### config.mk
export PLATFORM = sky130hd
export DESIGN_NAME = alu_operand_sequencer
export DESIGN_NICKNAME = d
export VERILOG_FILES = /design/src/rtl/alu_operand_sequencer.sv
export SDC_FILE = /design/constraint.sdc
export NUM_CORES = 1
export LEC_CHECK = 0
export CELL_PAD_IN_SITES_DETAIL_PLACEMENT = 1
export CELL_PAD_IN_SITES_GLOBAL_PLACEMENT = 1
export CORE_AREA = 5 5 101 84
export DETAILED_ROUTE_END_ITERATION = 8
export DIE_AREA = 0 0 106 89
export MAX_ROUTING_LAYER = met4
export PLACE_DENSITY_LB_ADDON = 0.1
export SYNTH_ARGS = -nofsm -noshare
export SYNTH_HDL_FRONTEND = slang
export SYNTH_SLANG_ARGS = --single-unit
### constraint.sdc
create_clock -name clk -period 1.66 [get_ports clk]
set_input_delay 0.498 -clock clk [delete_from_list [all_inputs] [get_ports clk]]
set_output_delay 0.498 -clock clk [all_outputs]
set_load 0.1 [all_outputs]
### src/rtl/alu_operand_sequencer.sv
// Byte-stream front end for the 8-bit ALU: gathers {cmd, A, B}, strobes the ALU, returns two result bytes.
// Optional inter-byte timeout is enabled by defining ALU_SEQ_TIMEOUT_EN.
module alu_operand_sequencer #(
  parameter int TIMEOUT_CYCLES = 255
) (
  input  logic        clk,
  input  logic        rst_n,
  input  logic [7:0]  in_data,
  input  logic        in_valid,
  output logic        in_ready,
  output logic [7:0]  alu_a,
  output logic [7:0]  alu_b,
  output logic [2:0]  alu_op,
  output logic [1:0]  alu_flag_sel,
  output logic        alu_go,
  input  logic [13:0] alu_result,
  input  logic        alu_flag,
  output logic [7:0]  out_data,
  output logic        out_valid,
  input  logic        out_ready,
  output logic        busy
);

  typedef enum logic [2:0] {
    S_IDLE, S_GET_A, S_GET_B, S_EXEC, S_SEND_LO, S_SEND_HI
  } state_t;

  state_t      state_q, state_d;
  logic [7:0]  alu_a_q, alu_a_d;
  logic [7:0]  alu_b_q, alu_b_d;
  logic [2:0]  alu_op_q, alu_op_d;
  logic [1:0]  alu_fs_q, alu_fs_d;
  logic [13:0] res_q, res_d;
  logic        flag_q, flag_d;
  logic        in_xfer, out_xfer, timeout;

  // High byte packs the flag, an overflow hint and the upper result bits.
  function automatic logic [7:0] hi_byte(input logic flag, input logic [13:0] r);
    return {flag, |r[13:8], r[13:8]};
  endfunction

`ifdef ALU_SEQ_TIMEOUT_EN
  localparam int CNT_W = (TIMEOUT_CYCLES < 2) ? 1 : $clog2(TIMEOUT_CYCLES + 1);

  logic [CNT_W-1:0] cnt_q, cnt_d;
  logic [7:0]       bak_a_q, bak_a_d;
  logic [2:0]       bak_op_q, bak_op_d;
  logic [1:0]       bak_fs_q, bak_fs_d;
  logic             waiting;

  // Backups hold the pre-frame operands so an aborted frame leaves the ALU lines untouched.
  always_comb begin
    waiting  = (state_q == S_GET_A) || (state_q == S_GET_B);
    cnt_d    = (waiting && !in_xfer) ? cnt_q + 1'b1 : '0;
    timeout  = waiting && !in_xfer && (cnt_q == CNT_W'(TIMEOUT_CYCLES - 1));
    bak_a_d  = bak_a_q;
    bak_op_d = bak_op_q;
    bak_fs_d = bak_fs_q;
    if (state_q == S_IDLE && in_xfer) begin
      bak_a_d  = alu_a_q;
      bak_op_d = alu_op_q;
      bak_fs_d = alu_fs_q;
    end
  end

  always_ff @(posedge clk or negedge rst_n) begin
    if (!rst_n) begin
      cnt_q    <= '0;
      bak_a_q  <= 8'h00;
      bak_op_q <= 3'd0;
      bak_fs_q <= 2'd0;
    end else begin
      cnt_q    <= cnt_d;
      bak_a_q  <= bak_a_d;
      bak_op_q <= bak_op_d;
      bak_fs_q <= bak_fs_d;
    end
  end
`else
  assign timeout = 1'b0;
`endif

  always_comb begin
    in_ready  = (state_q == S_IDLE) || (state_q == S_GET_A) || (state_q == S_GET_B);
    out_valid = (state_q == S_SEND_LO) || (state_q == S_SEND_HI);
    in_xfer   = in_valid && in_ready;
    out_xfer  = out_valid && out_ready;
  end

  always_comb begin
    state_d  = state_q;
    alu_a_d  = alu_a_q;
    alu_b_d  = alu_b_q;
    alu_op_d = alu_op_q;
    alu_fs_d = alu_fs_q;
    res_d    = res_q;
    flag_d   = flag_q;
    case (state_q)
      S_IDLE: begin
        if (in_xfer) begin
          alu_op_d = in_data[2:0];
          alu_fs_d = in_data[4:3];
          state_d  = S_GET_A;
        end
      end
      S_GET_A: begin
        if (in_xfer) begin
          alu_a_d = in_data;
          state_d = S_GET_B;
        end else if (timeout) begin
          state_d = S_IDLE;
`ifdef ALU_SEQ_TIMEOUT_EN
          alu_a_d  = bak_a_q;
          alu_op_d = bak_op_q;
          alu_fs_d = bak_fs_q;
`endif
        end
      end
      S_GET_B: begin
        if (in_xfer) begin
          alu_b_d = in_data;
          state_d = S_EXEC;
        end else if (timeout) begin
          state_d = S_IDLE;
`ifdef ALU_SEQ_TIMEOUT_EN
          alu_a_d  = bak_a_q;
          alu_op_d = bak_op_q;
          alu_fs_d = bak_fs_q;
`endif
        end
      end
      S_EXEC: begin
        res_d   = alu_result;
        flag_d  = alu_flag;
        state_d = S_SEND_LO;
      end
      S_SEND_LO: if (out_xfer) state_d = S_SEND_HI;
      S_SEND_HI: if (out_xfer) state_d = S_IDLE;
      default:   state_d = S_IDLE;
    endcase
  end

  always_ff @(posedge clk or negedge rst_n) begin
    if (!rst_n) begin
      state_q  <= S_IDLE;
      alu_a_q  <= 8'h00;
      alu_b_q  <= 8'h00;
      alu_op_q <= 3'd0;
      alu_fs_q <= 2'd0;
      res_q    <= 14'd0;
      flag_q   <= 1'b0;
    end else begin
      state_q  <= state_d;
      alu_a_q  <= alu_a_d;
      alu_b_q  <= alu_b_d;
      alu_op_q <= alu_op_d;
      alu_fs_q <= alu_fs_d;
      res_q    <= res_d;
      flag_q   <= flag_d;
    end
  end

  // Output byte is a pure function of the registered state and result, so it stays put under stall.
  always_comb begin
    case (state_q)
      S_SEND_LO: out_data = res_q[7:0];
      S_SEND_HI: out_data = hi_byte(flag_q, res_q);
      default:   out_data = 8'h00;
    endcase
  end

  assign alu_a        = alu_a_q;
  assign alu_b        = alu_b_q;
  assign alu_op       = alu_op_q;
  assign alu_flag_sel = alu_fs_q;
  assign alu_go       = (state_q == S_EXEC);
  assign busy         = (state_q != S_IDLE);

endmodule
# --- Yosys cells after proc, flatten, opt, wreduce, memory -nomap -nowiden ---
# Index checks and enable logic that the tools add are counted.
op_classes:
  eq_ne: 10
  muxes: 7
  n_reduce_logical: 12
op_table:
  columns: ["operator", "n"]
  rows:
  - ["3-bit one-hot mux with 6 select lines", 1]
  - ["8-bit one-hot mux with 2 select lines", 1]
  - ["3-bit two-way mux", 5]
  - ["2-bit != test, second input constant", 5]
  - ["3-bit by 2-bit equality test with 1-bit output, second input constant", 2]
  - ["3-bit equality test, second input constant", 2]
  - ["2-bit AND reduction", 3]
  - ["6-bit OR reduction", 1]
  - ["5-bit AND reduction", 1]
  - ["3-bit by 1-bit equality test with 1-bit output, second input constant", 1]
  - ["3-bit zero test", 1]
  - ["1-bit logical OR", 3]
  - ["3-bit nonzero test", 1]
  - ["1-bit logical AND", 2]
word_totals:
  ff_bits: 39
  input_bits: 27
  elab_cells: 36

# --- Longest topological paths before layout ---
depth:
  ltp_word: 6
  mapped_depth: 4
  depth_no_buf: 2

# --- Least setup slack after synthesis ---
# OpenSTA, ideal clock, no wires.
synth_timing:
  kind: "register -> output"
  from: "register state_q[1]"
  to: "output out_data[6]"
  arrival_ns: 3.139
  required_ns: 1.162
  slack_ns: -1.977
  stages_incl_launch_ff: 5
  cell_sequence: "dfrtp_1 buf_6 nand2b_1 clkbuf_1 a311oi_1"
synth_via:
  elab_chain_len: 2
synth_rtl:
  columns: ["element", "line", "rtl"]
  rows:
  - ["start, declared", "28", "state_t state_q, state_d;"]
  - ["start signal, assigned", "153", "state_q <= state_d;"]
  - ["3-bit equality test", "165", "case (state_q)"]
  - ["8-bit one-hot mux with 2 select lines (*)", "165", null]
  - ["end, declared", "18", "output logic [7:0] out_data,"]
# Every way passes the cells marked *; elsewhere a longest branch is shown, timed or not.

# --- Final worst setup path ---
layout_timing:
  from: "register res_q[10]"
  to: "output out_data[6]"
layout_via:
  elab_chain_len: 2
layout_rtl:
  columns: ["element", "line", "rtl"]
  rows:
  - ["start, declared", "33", "logic [13:0] res_q, res_d;"]
  - ["start signal, assigned", "158", "res_q <= res_d;"]
  - ["6-bit OR reduction", "39", "return {flag, |r[13:8], r[13:8]};"]
  - ["8-bit one-hot mux with 2 select lines", "165", null]
# Every way passes these cells.

==> results.toml <==
[critical_path]
cp-endpoint = "out_data[6]"
worstPathArrival_ps = 1440
path_max_fanout = 2
worst-setup-path-type = "flop to primary output"
crit_path_start = "res_q[10]$_DFFE_PN0P_"
worst_setup_path_end_kind = "primary output"
r2r-end = "alu_b[0]$_DFFE_PN0P_"
timing.reg2reg.setup_slack_ps = 60
crit_chain = "nor4_2 > buf_4 > a311oi_4 > buf_12"
cp_slowest_cell = "dfrtp_1"
critPathRequiredTime_ps = 1160
r2r-start = "state_q[2]$_DFFE_PN0P_"
critPathLaunchType = "flop"
slowest_delay_ps = 410
rr_worst_depth = 5

[timing]
period_needed_ps = 1937
slew_headroom_pct = 72.58
fin_ws_ps = -277.1
report.final.slew_viol_count = 0
hold_viol = 0
rsz0062_at_grt = "yes"
fmax_mhz = 516.2
skew_ps = 15.82
tns_ps = -2142
setup_violations = 12
timing.final.crit_share_pct = 116.7
tightest_slew_ps = 411.3

[global_routing]
grt_pass1_wl_microns = 7548
grt_max_degree = 25
grt_usage_pct = 10.70
grt_pass1_vias = 1472
overflow = 0
antenna_found_initial = 0

[yosys]
syn_inst = 119
synth_warnings = 0
synthFlopType = "dfrtp_1"
yosysTopAreaCell = "dfrtp_1"
synthTopCellsByArea = "dfrtp_1, mux2_2, mux2_4, mux2i_1, buf_6"
postSynth.asyncResetShare_pct = 100.0
synth_edf_count = 0
synth.net_count = 146
yosysTopAreaCellShare_pct = 55.16
syn_avg_cell_area_sq_um = 14.87
ys_seq_area_share_pct = 55.16
syn-cell-area_sq_um = 1769
ys_seq_elements = 39
ys_types = 22

[cts]
h-tree-depth = 2
cts_tree = "built"
root_buffer = "clkbuf_8"
path_clk_slew_ps = 90
cts.sinks = 39
clock_latency_ps = 290
cts-buffers-inserted = 5
cts_buffer_depth = 2

[layout]
diodes = 0
fin_nets = 229
area_delta_synth_final_pct = 81.26
drive_above_1_share_pct = 60.59

[drt]
drt_pass1_iterations = 2
ant_nets = 0
num_vias = 1252
drt-total-wl_microns = 4524
first_iter_violations = 29
viasPerCell = 4.273
post_drt_wl_per_cell_microns = 15.44
drc = 0

[die]
dieArea_sq_um = 9434
ios = 60
core_area_sq_um = 7287
die_x_microns = 106
floorplan.initialDensity_pct = 24.28
fp-row-count = 28
die_h_microns = 89

[outcome]
outcome = "finished, violations left"
violations = "negative setup slack"

[placed_design]
dpl.hpwl_microns = 3440
routabilityCongestion = 0.6918
io_buffers = 59
post-place-ws_ps = -307.6

[worst_hold_path]
hp-class = "primary input to asynchronous set/reset pin"

[job]
drv_cap = 0
## metal layers
metal | vias to the layer above | wire [microns] | global-route usage [%]
met5 | - | 0 | -
met4 | 0 | 75 | 4.588
met3 | 7 | 185 | 2.888
met2 | 30 | 2205 | 16.90
met1 | 626 | 2058 | 13.06
li1 | 589 | - | -
## critical path: cells and delay by family, from the launching register on
| kind | cells | cell delay, ps |
|---|---|---|
| flip-flops | 1 | 410 |
| AND/OR/NAND/NOR | 1 | 300 |
| buffers and inverters | 2 | 350 |
| AO/OA/AOI/OAI | 1 | 90 |
## layout by cell type (no fill, tap or decap), types with 5 or more instances in the layout
cell type / count
mux2i_1: 6
nor2_2: 5
clkbuf_8: 6
buf_6: 11
clkdlybuf4s50_1: 24
mux2_4: 14
buf_12: 36
buf_4: 11
dfrtp_1: 37
mux2_2: 22
## repair_timing
| item | in CTS | in global routing |
|---|---|---|
| hold buffers | 0 | 0 |
| endpoints found under the setup margin | 12 | 33 |
| gates resized for setup | 24 | 5 |
| pin swaps | 5 | 3 |
| setup buffers | 10 | 3 |
## how the worst min path moves through the flow
| stage | startpoint | endpoint | slack [ps] | depth (start not counted) |
|---|---|---|---|---|
| after floorplan | rst_n | alu_a[0]$_DFFE_PN0P_ | 200 | 0 |
| after global placement | rst_n | res_q[2]$_DFFE_PN0P_ | 450 | 1 |
| after detailed placement | rst_n | res_q[2]$_DFFE_PN0P_ | 450 | 1 |
| after CTS | rst_n | res_q[2]$_DFFE_PN0P_ | 120 | 1 |
| after global routing | rst_n | res_q[2]$_DFFE_PN0P_ | 130 | 1 |
| final | rst_n | res_q[2]$_DFFE_PN0P_ | 120 | 1 |
## stage by stage
step	instances	area (sq um)	hold slack [ps]	util [%]
after floorplan	119	1833	202.4	-
after global placement	275	2922	451.4	40.09
after detailed placement	275	2922	449.7	40.09
after CTS	292	3177	119.2	43.60
after global routing	293	3207	132.8	44.01
final	293	3207	119.4	44.01
## flip-flops by register name, summed over array words and instances, names as in the netlist
| register | flops |
|---|---|
| flag_q | 1 |
| alu_flag_sel | 2 |
| state_q | 3 |
| res_q | 14 |
| alu_op | 3 |
| alu_a | 8 |
| alu_b | 8 |
## final cells by class
cell class,instances,area [sq um]
multi-input combinational,70,818.3
tap,90,112.6
fill,730,4080
clock buffer,6,82.58
sequential,39,978.4
clock inverter,2,16.27
inverter,2,13.76
timing repair buffer,84,1185
## synthesized netlist by cell type (2+ instances only)
cell and instances:
a21oi_1 3, inv_1 2, and4bb_1 2, buf_6 6, mux2_2 28, nor2_1 9, mux2i_1 7, dfrtp_1 39
nand2b_1 3, mux2_4 8
## logic make-up after synthesis
kind of cell / synth area share [%]
muxes: 28.57
DFF: 55.16
and+or+nand+nor: 8.628
buffers and inverters: 4.738
AOI/OAI and AO/OA: 2.404
xor gates and xnor gates: 0.4951
Power is left out: the tool's default activity adds up to more than one toggle a clock period on the data nets, which glitch-free logic cannot reach.
